`config.mk`:
```
export PLATFORM = sky130hd
export DESIGN_NAME = adc_echo_packer
export DESIGN_NICKNAME = d
export VERILOG_FILES = /design/src/rtl/adc_echo_packer.sv
export SDC_FILE = /design/constraint.sdc
export NUM_CORES = 1
export LEC_CHECK = 0
export CORE_ASPECT_RATIO = 2
export CORE_MARGIN = 2
export CORE_UTILIZATION = 60
export DETAILED_ROUTE_END_ITERATION = 6
export GPL_TIMING_DRIVEN = 0
export PLACE_DENSITY_LB_ADDON = 0.08
export RECOVER_POWER = 50
export SETUP_SLACK_MARGIN = 0.02
export SLEW_MARGIN = 20
export SYNTH_ARGS = -nofsm -noshare
export SYNTH_HDL_FRONTEND = slang
export SYNTH_SLANG_ARGS = --single-unit
export TNS_END_PERCENT = 10
```
`constraint.sdc`:
```
create_clock -name ADC_CLK -period 8.3 [get_ports ADC_CLK]
set_input_delay 2.49 -clock ADC_CLK [delete_from_list [all_inputs] [get_ports ADC_CLK]]
set_output_delay 2.49 -clock ADC_CLK [all_outputs]
set_load 0.005 [all_outputs]
```
`src/rtl/adc_echo_packer.sv`:
```
// adc_echo_packer: frames ADC samples into echoes, packs pairs into
// bus words and buffers them in a first-word-fall-through FIFO.
//
// Ports:
//   ADC_CLK, RESET_N      sole clock, sync active-low reset
//   START                 arm pulse, latches SAMPLES_PER_ECHO/ECHO_PER_SCAN
//   ADC_IN_DATA/VALID     sample stream
//   OUT_DATA/VALID/READY  packed word stream (FIFO head)
//   BUSY, DONE            scan in progress, one-cycle completion pulse
//   OVERFLOW, WORD_COUNT  sticky drop flag, words pushed this scan
module adc_echo_packer #(
  parameter int DATABUS_WIDTH  = 32,
  parameter int ADC_DATA_WIDTH = 16,
  parameter int FIFO_DEPTH     = 16
) (
  input  logic                      ADC_CLK,
  input  logic                      RESET_N,
  input  logic                      START,
  input  logic [DATABUS_WIDTH-1:0]  SAMPLES_PER_ECHO,
  input  logic [DATABUS_WIDTH-1:0]  ECHO_PER_SCAN,
  input  logic [ADC_DATA_WIDTH-1:0] ADC_IN_DATA,
  input  logic                      ADC_IN_VALID,
  output logic [DATABUS_WIDTH-1:0]  OUT_DATA,
  output logic                      OUT_VALID,
  input  logic                      OUT_READY,
  output logic                      BUSY,
  output logic                      DONE,
  output logic                      OVERFLOW,
  output logic [DATABUS_WIDTH-1:0]  WORD_COUNT
);

  localparam int AW = (FIFO_DEPTH > 1) ? $clog2(FIFO_DEPTH) : 1;
  localparam int CW = AW + 1;
  localparam int DW = DATABUS_WIDTH;

  typedef enum logic [1:0] {
    ST_IDLE,
    ST_LO,
    ST_HI,
    ST_DRAIN
  } state_t;

  state_t r_state;
  state_t w_state_nxt;

  logic [DW-1:0]             r_spe;
  logic [DW-1:0]             r_eps;
  logic [DW-1:0]             r_sample_cnt;
  logic [DW-1:0]             r_echo_cnt;
  logic [ADC_DATA_WIDTH-1:0] r_lo;
  logic                      r_done;
  logic                      r_ovf;
  logic [DW-1:0]             r_wcnt;

  logic [DW-1:0] r_mem [FIFO_DEPTH];
  logic [AW-1:0] r_wr;
  logic [AW-1:0] r_rd;
  logic [CW-1:0] r_cnt;

  logic          w_pop;
  logic          w_full;
  logic          w_drain_empty;
  logic          w_last_s;
  logic          w_last_e;
  logic          w_params_ok;
  logic          w_arm;
  logic          w_nul;
  logic          w_take;
  logic          w_lo_load;
  logic          w_echo_end;
  logic          w_push;
  logic [DW-1:0] w_word;
  logic          w_done_nxt;
  logic          w_push_ok;
  logic          w_drop;

  assign w_pop    = (r_cnt != '0) & OUT_READY;
  assign w_full   = (r_cnt == CW'(FIFO_DEPTH));
  assign w_last_s = (r_sample_cnt == r_spe - 1'b1);
  assign w_last_e = (r_echo_cnt == r_eps - 1'b1);
  assign w_params_ok = (|SAMPLES_PER_ECHO) & (|ECHO_PER_SCAN);

  // nothing is pushed in DRAIN, so only the pop matters here
  assign w_drain_empty = (r_cnt == CW'(w_pop));

  // a full FIFO still takes the word if its head leaves this cycle
  assign w_push_ok = w_push & (~w_full | w_pop);
  assign w_drop    = w_push & w_full & ~w_pop;

  always_ff @(posedge ADC_CLK) begin
    if (!RESET_N) begin
      r_state <= ST_IDLE;
    end else begin
      r_state <= w_state_nxt;
    end
  end

  always_comb begin
    w_state_nxt = r_state;
    w_arm       = 1'b0;
    w_nul       = 1'b0;
    w_take      = 1'b0;
    w_lo_load   = 1'b0;
    w_echo_end  = 1'b0;
    w_push      = 1'b0;
    w_word      = '0;
    w_done_nxt  = 1'b0;
    unique case (r_state)
      ST_IDLE: begin
        if (START) begin
          if (w_params_ok) begin
            w_arm       = 1'b1;
            w_state_nxt = ST_LO;
          end else begin
            w_nul      = 1'b1;
            w_done_nxt = 1'b1;
          end
        end
      end
      ST_LO: begin
        if (ADC_IN_VALID) begin
          w_take    = 1'b1;
          w_lo_load = 1'b1;
          if (w_last_s) begin
            // odd-length echo: lone tail sample, upper half zero
            w_push     = 1'b1;
            w_word     = {{ADC_DATA_WIDTH{1'b0}}, ADC_IN_DATA};
            w_echo_end = 1'b1;
            w_state_nxt = w_last_e ? ST_DRAIN : ST_LO;
          end else begin
            w_state_nxt = ST_HI;
          end
        end
      end
      ST_HI: begin
        if (ADC_IN_VALID) begin
          w_take = 1'b1;
          w_push = 1'b1;
          w_word = {ADC_IN_DATA, r_lo};
          if (w_last_s) begin
            w_echo_end  = 1'b1;
            w_state_nxt = w_last_e ? ST_DRAIN : ST_LO;
          end else begin
            w_state_nxt = ST_LO;
          end
        end
      end
      ST_DRAIN: begin
        if (w_drain_empty) begin
          w_done_nxt  = 1'b1;
          w_state_nxt = ST_IDLE;
        end
      end
      default: begin
        w_state_nxt = ST_IDLE;
      end
    endcase
  end

  always_ff @(posedge ADC_CLK) begin
    if (!RESET_N) begin
      r_spe        <= '0;
      r_eps        <= '0;
      r_sample_cnt <= '0;
      r_echo_cnt   <= '0;
      r_lo         <= '0;
      r_done       <= 1'b0;
      r_ovf        <= 1'b0;
      r_wcnt       <= '0;
    end else begin
      r_done <= w_done_nxt;
      if (w_arm) begin
        r_spe        <= SAMPLES_PER_ECHO;
        r_eps        <= ECHO_PER_SCAN;
        r_sample_cnt <= '0;
        r_echo_cnt   <= '0;
        r_wcnt       <= '0;
        r_ovf        <= 1'b0;
      end
      if (w_nul) begin
        r_wcnt <= '0;
        r_ovf  <= 1'b0;
      end
      if (w_lo_load) begin
        r_lo <= ADC_IN_DATA;
      end
      if (w_take) begin
        if (w_echo_end) begin
          r_sample_cnt <= '0;
          r_echo_cnt   <= r_echo_cnt + 1'b1;
        end else begin
          r_sample_cnt <= r_sample_cnt + 1'b1;
        end
      end
      // dropped words still count toward the scan total
      if (w_push) begin
        r_wcnt <= r_wcnt + 1'b1;
      end
      if (w_drop) begin
        r_ovf <= 1'b1;
      end
    end
  end

  always_ff @(posedge ADC_CLK) begin
    if (!RESET_N) begin
      r_wr  <= '0;
      r_rd  <= '0;
      r_cnt <= '0;
    end else begin
      if (w_push_ok) begin
        r_wr <= r_wr + 1'b1;
      end
      if (w_pop) begin
        r_rd <= r_rd + 1'b1;
      end
      r_cnt <= r_cnt + CW'(w_push_ok) - CW'(w_pop);
    end
  end

  always_ff @(posedge ADC_CLK) begin
    if (w_push_ok) begin
      r_mem[r_wr] <= w_word;
    end
  end

  assign OUT_VALID  = (r_cnt != '0);
  assign OUT_DATA   = OUT_VALID ? r_mem[r_rd] : '0;
  assign BUSY       = (r_state != ST_IDLE);
  assign DONE       = r_done;
  assign OVERFLOW   = r_ovf;
  assign WORD_COUNT = r_wcnt;

endmodule

```
# Word-level counts from Yosys, hierarchy flattened
# Memory sizes are Yosys's and may differ from the RTL's. A register that Yosys moved wholly into a read port is not among the register bits.
# Index checks and enable logic that the tools add are counted.
[op_classes]
bitwise = 8
n_reduce_logical = 10
eq_ne = 12
n_mux = 44
add_sub_neg = 9
[op_table]
columns = ["cell", "n"]
rows = [
  ["32-bit two-way mux", 10],
  ["32-bit by 1-bit adder with 32-bit output (second input constant)", 3],
  ["32-bit equality test", 2],
  ["32-bit case mux with 2 select lines", 1],
  ["32-bit OR reduction", 2],
  ["32-bit by 1-bit subtractor with 32-bit output (second input constant)", 2],
  ["16-bit two-way mux", 2],
  ["1-bit two-way mux", 18],
  ["2-bit two-way mux", 8],
  ["2-bit != test (second input constant)", 5],
  ["4-bit by 1-bit adder with 4-bit output (second input constant)", 2],
  ["4-bit two-way mux", 2],
  ["2-bit case mux with 4 select lines", 1],
  ["3-bit nonzero test", 2],
  ["5-bit by 1-bit adder with 5-bit output", 1],
  ["1-bit bitwise AND", 5],
  ["5-bit by 1-bit equality test with 1-bit output", 1],
  ["5-bit equality test (second input constant)", 1],
  ["5-bit AND reduction", 1],
  ["5-bit nonzero test", 1],
  ["5-bit by 1-bit subtractor with 5-bit output", 1],
  ["2-bit equality test (second input constant)", 2],
  ["1-bit case mux with 2 select lines", 2],
  ["2-bit nonzero test", 2],
  ["other kinds (5)", 6],
]
[word_totals]
word_cells = 96
in_bits = 85
ramBits = 512
ff_bits = 193
memories = 1
[mem_list]
columns = ["name", "words", "width", "rd", "rd_ports_with_merged_regs", "wr", "line", "source"]
rows = [
  ["r_mem", 16, 32, 1, 1, 1, "55", "logic [DW-1:0] r_mem [FIFO_DEPTH];"],
]

# Longest topological paths before layout
# Gate-level depths: netlist of run 1.
[depth]
ltp_word = 8
ltp_mapped = 23
mapped_depth_nobuf = 21

# Least setup slack after synthesis of run 1
# No wires, ideal clock.
[synth_path]
path_kind = "input to register"
startpoint = "input ADC_IN_VALID"
endpoint = "memory r_mem[3][0] (netlist bit), enable pin"
arrival_ns = 6.109
setup_ns = 0.461
setup_slack_ns = 1.730
path_stages = 7
n_path_buf = 1
path_cell_list = "and2_1 -> clkbuf_1 -> nand2_1 -> or4_1 -> o21ai_2 -> nand3_1 -> nor3_1"
[synth_between]
elab_chain_cells = 5
elab_cells_between_ends = 6
cone_classes = "mux: 5; bitwise: 1"
[synth_rtl]
columns = ["item", "line", "source"]
rows = [
  ["start, declared", "22", "input logic ADC_IN_VALID,"],
  ["1-bit two-way mux, on equally long branches", "136, 121", ""],
  ["1-bit case mux with 2 select lines *", "108", "unique case (r_state)"],
  ["1-bit bitwise AND *", "87", "assign w_push_ok = w_push & (~w_full | w_pop);"],
  ["1-bit two-way mux *", "222", "if (w_push_ok) begin"],
  ["1-bit two-way mux (implied by the code) *", "223", "r_mem[r_wr] <= w_word;"],
  ["end, declared", "55", ""],
]
# Every way passes the cells marked *; elsewhere a longest branch is shown, timed or not.

# Worst setup path in the final report of run 1
[layout_path]
startpoint = "input ADC_IN_VALID"
endpoint = "memory r_mem[0][9] (netlist bit), enable pin"
# The elaborated chain is that of the path after synthesis.

==> results.ini, run 1 <==
[global_route]
grt_use_total_pct=32.75
number_of_global_route_vias_before_repair=22111
grt_overflow=0
antenna_found_initial=3
grt_first_pass_wirelength_um=133200
grt_start_max_net_pins=20

[clocking]
clock_tree.root_cell=clkbuf_16
clockBufferDepth=3
number_of_buffers_created_by_cts=57
worstSkewPairLatency_ns=0.63
htree_levels=2
cts_tree=yes
post-cts-setup-buffers=0
clk_transition_reported_paths_ns=0.07
post_cts_hold_buffer_count=0
cts_resized=0
cts_sinks=709

[detailed_routing]
wl_per_cell_um=27.00
routed_wirelength_um=88940
total_number_of_vias=21676
drc=11
firstDrtPassIters=7
drt-initial-drc-count=2110
antenna_left=0
vias_per_cell=6.580

[logic_synthesis]
postSynthNetCount=2447
ys_dominant_reg_cell=edfxtp_1
synthCells=2340
synth.top_cell.area_share_pct=48.98
async_flop_share_pct=0
syn-mean-instance-area_um2=13.41
synth_seq_area_share_pct=61.55
synth_edf_count=512
post-synth-top-area-cell=edfxtp_1
synth_warnings=0
cell_variety_after_synth=87
synth_area_leaders=edfxtp_1 (49%), dfxtp_1 (13%), mux4_2 (11%), nand2_1 (3.3%), a21oi_1 (2.1%)
synth_seq_cells=709
post_synth_design_cell_area_um2=31390

[die]
initial_core_util_pct=60.74
die_area_um2=54270
area_of_the_core_um2=51670
die_height_um=327.5
row_count=118
number_of_top_level_design_ports=153
width_of_the_die_um=165.7

[timing]
worst_clock_skew_ns=0.01657
finalSetupViolations=0
grt_setup_unrepaired=false
maxSlewViolCount=11
fin_crit_sh_pct=85.74
max_slew_margin_pct=-26.35
timing_hold_violations_final=0
tightest_slew_ns=1.878
layout_min_cycle_time_ns=7.116
fmaxAchievable_mhz=140.5

[layout]
final_core_occ_pct=70.32
insertedDiodeCount=0
synthToLayoutAreaGrowth_pct=15.77
drive_above_1_share_pct=13.10
design.final.nets=2694
most_common_library_cell_in_the_layout_ignoring_fill_and_taps=edfxtp_1
n_fill_cell=3552
final_cell_mix=edfxtp_1 (512), nand2_1 (272), dfxtp_1 (197)

[min_path]
min_path_type=register to register

[power]
net-switching-power_mw=2.488
pwr-share-comb_pct=23.0
total_power_mw=8.759
seqPwrFrac_pct=44.3
maximum_vdd_ir_drop_mv=0.2012
internal-power_mw=6.271
proportion_of_total_power_due_to_net_switching_pct=28.40
power_frac_clock_pct=32.6
static-leakage-power_nw=10.75
pwr_density_cell_nw_per_um2=241.0

[place]
portbufs=152
gpl.final_weighted_congestion=0.9394
placed_wire_length_estimate_um=62820

[run_status]
failed_checks=design-rule violations, max-capacitance violations, max-slew violations
run_status=complete, but fails checks

[worst_setup_path]
cp.arrival_ns=7.45
critPathKind=input pin to register
biggest_fanout_along_the_worst_timing_path=10
worstSetupStartpointType=input pin
cp-end-kind=register
critical_path_required_ns=8.63

[run]
drv.max_cap_violation_count=1

## cell type report
cell class | instances | area (um^2) | area share (%)
clock buffer | 71 | 1499 | 4.125
buffer | 137 | 540.5 | 1.487
tap | 660 | 825.8 | 2.272
timing repair buffer | 188 | 2146 | 5.905
inverter | 52 | 195.2 | 0.5371
sequential | 709 | 19320 | 53.16
multi-input combinational | 1442 | 11360 | 31.26
clock inverter | 35 | 456.7 | 1.257
## per-stage QoR
step | cells | setup TNS, ns | area, um^2 | setup slack [ns] | hold slack [ns]
3_5_place_dp | 3188 | 0 | 34480 | 1.437 | 0.4473
2_1_floorplan | 2340 | 0 | 31390 | 1.730 | 0.4368
5_1_grt | 3294 | 0 | 36340 | 1.021 | 0.4722
6_report | 3294 | 0 | 36340 | 1.184 | 0.4635
3_3_place_gp | 3152 | -248.94 | 33740 | -1.754 | 0.4434
4_1_cts | 3294 | 0 | 36430 | 1.270 | 0.4597
## power by group through the flow
stage	logic, mW	registers (mW)	clock network, mW
finish	2.02	3.88	2.86
global route	2.16	3.89	3.01
CTS	2.04	3.88	2.88
detailed placement	2.02	3.96	0
global placement	2.00	3.96	0
floorplan	1.21	3.94	0
## worst max-delay path, cell delays in order
cell and delay, ns:
dlygate4sd3_1 0.63, and2_0 0.15, clkbuf_1 0.33, nand2_1 0.10, or4_1 0.51, o21ai_0 1.08, nand3_1 0.56, nor3_2 0.78
buf_4 0.34, buf_4 0.24, buf_4 0.22
## cell usage after synthesis (44+ instances only)
library cell / n
a21oi_1: 129
and2_1: 50
clkbuf_1: 97
dfxtp_1: 197
edfxtp_1: 512
inv_1: 52
mux4_2: 160
nand2_1: 272
nand3_1: 86
nor2_1: 75
nor3_1: 55
o21ai_0: 44
xnor2_1: 47
xor2_1: 49
## cells by family after synthesis
kind of cell	synth area share, %
AOI/OAI and AO/OA	7.040
xor gates and xnor gates	2.679
adders and majority gates	0.9009
buffers and inverters	2.380
DFF	61.55
muxes	11.97
and+or+nand+nor	13.49
## worst paths after layout
check	start	slack [ns]	end	cells after the start
worst max register to register	r_spe[0]	1.38	r_mem[0][9]	15
worst min-delay path	r_lo[0]	0.46	r_lo[0]	2
worst min register to register	r_lo[0]	0.46	r_lo[0]	2
worst max-delay path	ADC_IN_VALID	1.18	r_mem[0][9]	11
## state kept, by name, indices dropped and copies added, names as in the netlist, named ones only
register and cells:
r_rd 4, OVERFLOW 1, r_lo 16, r_mem 512
r_spe 32, r_state 2, DONE 1, r_eps 32
r_echo_cnt 32, r_sample_cnt 32, r_cnt 5, WORD_COUNT 32
r_wr 4
## routing by layer
layer  vias to the layer above  share of wire [%]  wire length, um  GRT usage [%]
met2                      1097                 54            47960          61.08
met1                     10781                 33            29790          35.95
met4                         6                6.2             5529          17.79
met5                         -              0.037               33              0
met3                       279                6.3             5641          4.301
li1                       9513                  -                -              -
No activity file was read; power rests on OpenSTA's default activity.
==> inputs of run 2 (changes only) <==
--- a/config.mk
+++ b/config.mk
@@ -5,8 +5,8 @@
 export SDC_FILE = /design/constraint.sdc
 export NUM_CORES = 1
 export LEC_CHECK = 0
+export ABC_CLOCK_PERIOD_IN_PS = 8300
 export CORE_ASPECT_RATIO = 2
-export CORE_MARGIN = 2
 export CORE_UTILIZATION = 60
 export DETAILED_ROUTE_END_ITERATION = 6
 export GPL_TIMING_DRIVEN = 0
==> results.ini, run 2 (synthesis results as in run 1) <==
[worst_setup_path]
reg2regPathDepth=14  ; was 15
worstSetupStartpointType=input pin  ; unchanged
cp-end-kind=register  ; unchanged
timing.reg2reg.setup_slack_ns=1.57  ; was 1.38 ns
critical_path_required_ns=8.62  ; was 8.63 ns
biggest_fanout_along_the_worst_timing_path=15  ; was 10
crit-reg2reg-launch=r_spe[0]  ; unchanged
critPathKind=input pin to register  ; unchanged
worst_r2r_endpoint=r_mem[13][4]  ; was r_mem[0][9]
cp.arrival_ns=7.28  ; was 7.45 ns

[power]
power_frac_clock_pct=32.1  ; was 32.6%
total_power_mw=8.699  ; was 8.759 mW
seqPwrFrac_pct=44.7  ; was 44.3%
maximum_vdd_ir_drop_mv=0.2502  ; was 0.2012 mV
pwr_density_cell_nw_per_um2=239.0  ; was 241.0 nW/um^2
pwr-share-comb_pct=23.2  ; was 23.0%
internal-power_mw=6.226  ; was 6.271 mW
static-leakage-power_nw=10.77  ; was 10.75 nW
proportion_of_total_power_due_to_net_switching_pct=28.43  ; was 28.40%
net-switching-power_mw=2.473  ; was 2.488 mW

[detailed_routing]
firstDrtPassIters=5  ; was 7
total_number_of_vias=21730  ; was 21676
wl_per_cell_um=27.44  ; was 27.00 um
vias_per_cell=6.591  ; was 6.580
antenna_left=0  ; unchanged
drc=0  ; was 11
routed_wirelength_um=90480  ; was 88940 um
drt-initial-drc-count=1983  ; was 2110

[global_route]
grt_use_total_pct=34.62  ; was 32.75%
number_of_global_route_vias_before_repair=22178  ; was 22111
grt_overflow=0  ; unchanged
grt_start_max_net_pins=18  ; was 20
grt_first_pass_wirelength_um=133900  ; was 133200 um
antenna_found_initial=5  ; was 3

[min_path]
hold-path-endpoint=r_lo[4]  ; was r_lo[0]
min_path_type=register to register  ; unchanged
min_delay_path_depth=2  ; unchanged
hold_path.startpoint=r_lo[4]  ; was r_lo[0]

[clocking]
clockBufferDepth=3  ; unchanged
cts_sinks=709  ; unchanged
cts_resized=0  ; unchanged
post-cts-setup-buffers=0  ; unchanged
clk_transition_reported_paths_ns=0.07  ; about the same
post_cts_hold_buffer_count=0  ; unchanged
number_of_buffers_created_by_cts=56  ; was 57
htree_levels=2  ; unchanged
worstSkewPairLatency_ns=0.65  ; was 0.63 ns
clock_tree.root_cell=clkbuf_16  ; unchanged
cts_tree=yes  ; unchanged

[place]
gpl.final_weighted_congestion=0.9678  ; was 0.9394
placed_wire_length_estimate_um=62720  ; was 62820 um
portbufs=152  ; unchanged
dp_slack_ns=1.652  ; was 1.437 ns

[timing]
fin_hold_ws_ns=0.4646  ; was 0.4635 ns
fin_crit_sh_pct=83.87  ; was 85.74%
finalSetupViolations=0  ; unchanged
tightest_slew_ns=1.513  ; was 1.878 ns
setup-tns-final_ns=0  ; unchanged
timing_hold_violations_final=0  ; unchanged
worst_clock_skew_ns=0.03939  ; was 0.01657 ns
fmaxAchievable_mhz=143.7  ; was 140.5 MHz
layout_min_cycle_time_ns=6.961  ; was 7.116 ns
maxSlewViolCount=8  ; was 11
max_slew_margin_pct=-1.243  ; was -26.35%
final_critical_path_setup_slack_ns=1.339  ; was 1.184 ns
grt_setup_unrepaired=false  ; unchanged

[run_status]
failed_checks=max-capacitance violations, max-slew violations  ; was design-rule violations, max-capacitance violations, max-slew violations
run_status=complete, but fails checks  ; unchanged

[die]
number_of_top_level_design_ports=153  ; unchanged
die_height_um=325.5  ; was 327.5 um
area_of_the_core_um2=51670  ; unchanged
width_of_the_die_um=163.7  ; was 165.7 um
initial_core_util_pct=60.74  ; unchanged
row_count=118  ; unchanged
die_area_um2=53290  ; was 54270 um^2

[layout]
largest_register=r_mem  ; unchanged
synthToLayoutAreaGrowth_pct=15.96  ; was 15.77%
drive_above_1_share_pct=13.12  ; was 13.10%
final_cell_mix=edfxtp_1 (512), nand2_1 (272), dfxtp_1 (197)  ; unchanged
most_common_library_cell_in_the_layout_ignoring_fill_and_taps=edfxtp_1  ; unchanged
insertedDiodeCount=0  ; unchanged
final_core_occ_pct=70.44  ; was 70.32%
n_fill_cell=3545  ; was 3552
design.final.nets=2697  ; was 2694
largest_register_ff_count=512  ; unchanged

[run]
drv.max_cap_violation_count=2  ; was 1

run 2: cell count changes in the layout (fill, tap and decap cells not counted), sizes merged:
| cell | before | now |
|---|---|---|
| clkbuf | 188 | 198 |
| inv | 58 | 53 |
| buf | 56 | 53 |
| clkinv | 16 | 19 |
| bufinv | 8 | 6 |
run 2: critical path: stages:
cell	delay, ns
dlygate4sd3_1	0.62
and2_1	0.15
clkbuf_1	0.32
nand2_1	0.16
or4_1	0.53
o21ai_0	0.88
nand3_1	0.46
nor2_1	1.18
buf_16	0.26
buf_16	0.21
run 2: metrics by stage:
stage / area, um^2 / instances
2_1_floorplan: 31390 / 2340
3_3_place_gp: 33740 / 3152
3_5_place_dp: 34570 / 3191
4_1_cts: 36490 / 3296
5_1_grt: 36400 / 3297
6_report: 36400 / 3297
run 2: power groups by stage:
stage	logic [mW]	clock network (mW)	registers, mW
after floorplan	1.21	0	3.94
after global placement	1.96	0	3.96
after detailed placement	2.00	0	3.96
after CTS	2.02	2.82	3.89
after global routing	2.18	2.94	3.89
final	2.02	2.79	3.89
run 2: final cells by class:
type                            instances  area, um^2  share of cell area (%)
Sequential cell                       709       19320                   53.07
Buffer                                137       541.8                   1.488
Clock buffer                           74        1529                   4.201
Timing Repair Buffer                  192        2238                   6.150
Inverter                               52       195.2                  0.5362
Tap cell                              660       825.8                   2.269
Clock inverter                         31       389.1                   1.069
Multi-Input combinational cell       1442       11360                   31.21
run 2: per-layer routing:
layer / track usage, % / share of wire, %
met1: 36.31 / 32
met2: 62.61 / 53
met3: 5.840 / 6.8
met4: 22.44 / 7.3
met5: 0 / 0.075
run 2: worst max path at each step:
stage              endpoint  slack [ns]  depth (start not counted)          from
3_5_place_dp    r_mem[1][7]        1.65                         10  ADC_IN_VALID
5_1_grt        r_mem[13][4]        1.05                         10  ADC_IN_VALID
6_report       r_mem[13][4]        1.34                         10  ADC_IN_VALID
2_1_floorplan   r_mem[3][0]        1.73                          7  ADC_IN_VALID
3_3_place_gp    r_mem[0][7]       -1.96                          8  ADC_IN_VALID
4_1_cts        OUT_DATA[27]        1.23                          6      register
==> inputs of run 3 (changes only) <==
--- a/config.mk
+++ b/config.mk
@@ -5,7 +5,7 @@
 export SDC_FILE = /design/constraint.sdc
 export NUM_CORES = 1
 export LEC_CHECK = 0
-export ABC_CLOCK_PERIOD_IN_PS = 8300
+export ABC_CLOCK_PERIOD_IN_PS = 7100
 export CORE_ASPECT_RATIO = 2
 export CORE_UTILIZATION = 60
 export DETAILED_ROUTE_END_ITERATION = 6
==> constraint.sdc (replaced) <==
create_clock -name ADC_CLK -period 7.1 [get_ports ADC_CLK]
set_input_delay 2.13 -clock ADC_CLK [delete_from_list [all_inputs] [get_ports ADC_CLK]]
set_output_delay 2.13 -clock ADC_CLK [all_outputs]
set_load 0.005 [all_outputs]
==> results.ini, run 3 (synthesis results as in run 1) <==
[place]
area_after_dpl_um2=34570  ; unchanged
placed_wire_length_estimate_um=62720  ; unchanged
gpl.final_weighted_congestion=0.9678  ; unchanged
portbufs=152  ; unchanged
place_inst=3191  ; unchanged
dp_slack_ns=0.8116  ; was 1.652 ns

[clocking]
post-cts-setup-buffers=0  ; unchanged
cts_tree=yes  ; unchanged
clk_transition_reported_paths_ns=0.07  ; about the same
cts_sinks=709  ; unchanged
clockBufferDepth=3  ; unchanged
worstSkewPairLatency_ns=0.65  ; about the same
cts_resized=0  ; unchanged
post_cts_hold_buffer_count=0  ; unchanged
clock_tree.root_cell=clkbuf_16  ; unchanged
htree_levels=2  ; unchanged
number_of_buffers_created_by_cts=56  ; unchanged

[layout]
final_cell_mix=edfxtp_1 (512), nand2_1 (272), dfxtp_1 (197)  ; unchanged
drive_above_1_share_pct=13.05  ; was 13.12%
instances_no_fill=3297  ; unchanged
insertedDiodeCount=0  ; unchanged
postLayoutCellArea_um2=36390  ; was 36400 um^2
most_common_library_cell_in_the_layout_ignoring_fill_and_taps=edfxtp_1  ; unchanged
largest_register_ff_count=512  ; unchanged
synthToLayoutAreaGrowth_pct=15.93  ; was 15.96%
largest_register=r_mem  ; unchanged
design.final.nets=2697  ; unchanged
n_fill_cell=3538  ; was 3545

[die]
number_of_top_level_design_ports=153  ; unchanged
die_area_um2=53290  ; unchanged
area_of_the_core_um2=51670  ; unchanged
width_of_the_die_um=163.7  ; unchanged
row_count=118  ; unchanged
initial_core_util_pct=60.74  ; unchanged
die_height_um=325.5  ; unchanged

[timing]
finalSetupViolations=0  ; unchanged
maxSlewViolCount=27  ; was 8
final_critical_path_setup_slack_ns=0.6516  ; was 1.339 ns
fin_hold_ws_ns=0.4648  ; was 0.4646 ns
max_slew_margin_pct=-43.71  ; was -1.243%
timing_hold_violations_final=0  ; unchanged
tightest_slew_ns=2.136  ; was 1.513 ns
layout_min_cycle_time_ns=6.448
fmaxAchievable_mhz=155.1
fin_crit_sh_pct=90.82
setup-tns-final_ns=0  ; unchanged
worst_clock_skew_ns=0.04180  ; was 0.03939 ns
grt_setup_unrepaired=false  ; unchanged

[run_status]
failed_checks=max-capacitance violations, max-slew violations  ; unchanged
run_status=complete, but fails checks  ; unchanged

[power]
maximum_vdd_ir_drop_mv=0.2923  ; was 0.2502 mV
static-leakage-power_nw=10.76  ; was 10.77 nW
pwr_density_cell_nw_per_um2=279.5  ; was 239.0 nW/um^2

[global_route]
grt_use_total_pct=34.62  ; unchanged
grt_start_max_net_pins=18  ; unchanged
grt_overflow=0  ; unchanged
number_of_global_route_vias_before_repair=22178  ; unchanged
grt_first_pass_wirelength_um=133900  ; unchanged
antenna_found_initial=5  ; unchanged

[min_path]
min_path_type=register to register  ; unchanged
min_delay_path_depth=2  ; unchanged
hold-path-endpoint=r_lo[10]  ; was r_lo[4]
hold_path.startpoint=r_lo[10]  ; was r_lo[4]

[detailed_routing]
vias_per_cell=6.586  ; was 6.591
routed_wirelength_um=90580  ; was 90480 um
drc=0  ; unchanged
firstDrtPassIters=6  ; was 5
wl_per_cell_um=27.47  ; was 27.44 um
total_number_of_vias=21715  ; was 21730
antenna_left=0  ; unchanged
drt-initial-drc-count=2043  ; was 1983

[worst_setup_path]
reg2regPathDepth=11  ; was 14
worst_r2r_endpoint=r_mem[15][3]  ; was r_mem[13][4]
critPathMostFrequentCell=nor4_1  ; was buf_16
cp_cell_sequence=clkbuf_1 -> nor4_1 -> nand2_1 -> nor4_1 -> mux2_1 -> o211ai_2 -> nand4_2 -> o21ai_2 -> nand3_1 -> nor2_1 -> buf_16  ; was dlygate4sd3_1 -> and2_1 -> clkbuf_1 -> nand2_1 -> or4_1 -> o21ai_0 -> nand3_1 -> nor2_1 -> buf_16 -> buf_16
worstSetupStartpointType=register  ; was input pin
cp_slowest_stage_delay_ns=1.28  ; was 1.18 ns
timing.reg2reg.setup_slack_ns=0.65  ; was 1.57 ns
critical_path_required_ns=7.41  ; was 8.62 ns
cp.arrival_ns=6.76  ; was 7.28 ns
worst_setup_path_startpoint=r_spe[2]  ; was ADC_IN_VALID
path_delay_family=simple AND/OR/NAND/NOR gates  ; unchanged
worstPathBufferInverterCount=2  ; was 4
cp_slowest_cell=nor2_1  ; unchanged
cp-end-kind=register  ; unchanged
critPathKind=register to register  ; was input pin to register
crit-reg2reg-launch=r_spe[2]  ; was r_spe[0]
biggest_fanout_along_the_worst_timing_path=15  ; unchanged

[run]
drv.max_cap_violation_count=4  ; was 2

## run 3: worst max path at each step
stage	end	slack (ns)	depth (start not counted)
finish	r_mem[15][3]	0.65	11
global route	r_mem[15][3]	0.39	11
CTS	OUT_DATA[27]	0.39	6
detailed placement	r_mem[1][7]	0.81	10
global placement	r_mem[0][7]	-2.80	8
floorplan	r_mem[3][0]	0.89	7
## run 3: metrics by stage
step	util [%]	power, mW
floorplan	-	6.014
global route	70.42	10.54
CTS	70.62	10.20
global placement	65.29	6.924
finish	70.42	10.17
detailed placement	66.91	6.971
## run 3: worst min-delay path: stages (launching register included)
cell and delay (ns):
dfxtp_1 0.31, nand2_1 0.05, a21oi_1 0.05
## run 3: power breakdown
group | internal [mW] | switching [mW] | total (mW)
Sequential | 4.46 | 0.0866 | 4.54
Combinational | 1.06 | 1.30 | 2.36
Clock | 1.76 | 1.51 | 3.27
## run 3: metal layers
| layer | vias up | part of all wire, % | wire, um | track usage [%] |
|---|---|---|---|---|
| li1 | 9497 | - | - | - |
| met1 | 10770 | 32 | 29420 | 36.31 |
| met2 | 1104 | 53 | 48100 | 62.61 |
| met3 | 334 | 6.8 | 6182 | 5.840 |
| met4 | 10 | 7.5 | 6805 | 22.44 |
| met5 | - | 0.074 | 67 | 0 |
## run 3: cell type report
cell class              instances  area, um^2  share of cell area, %
flip-flops and latches        709       19320                  53.09
multi-input cells            1442       11350                  31.20
repair buffers                192        2231                  6.131
clock buffers                  74        1529                  4.202
well taps                     660       825.8                  2.269
plain buffers                 137       546.8                  1.503
clock inverters                31       389.1                  1.069
inverters                      52       195.2                 0.5364
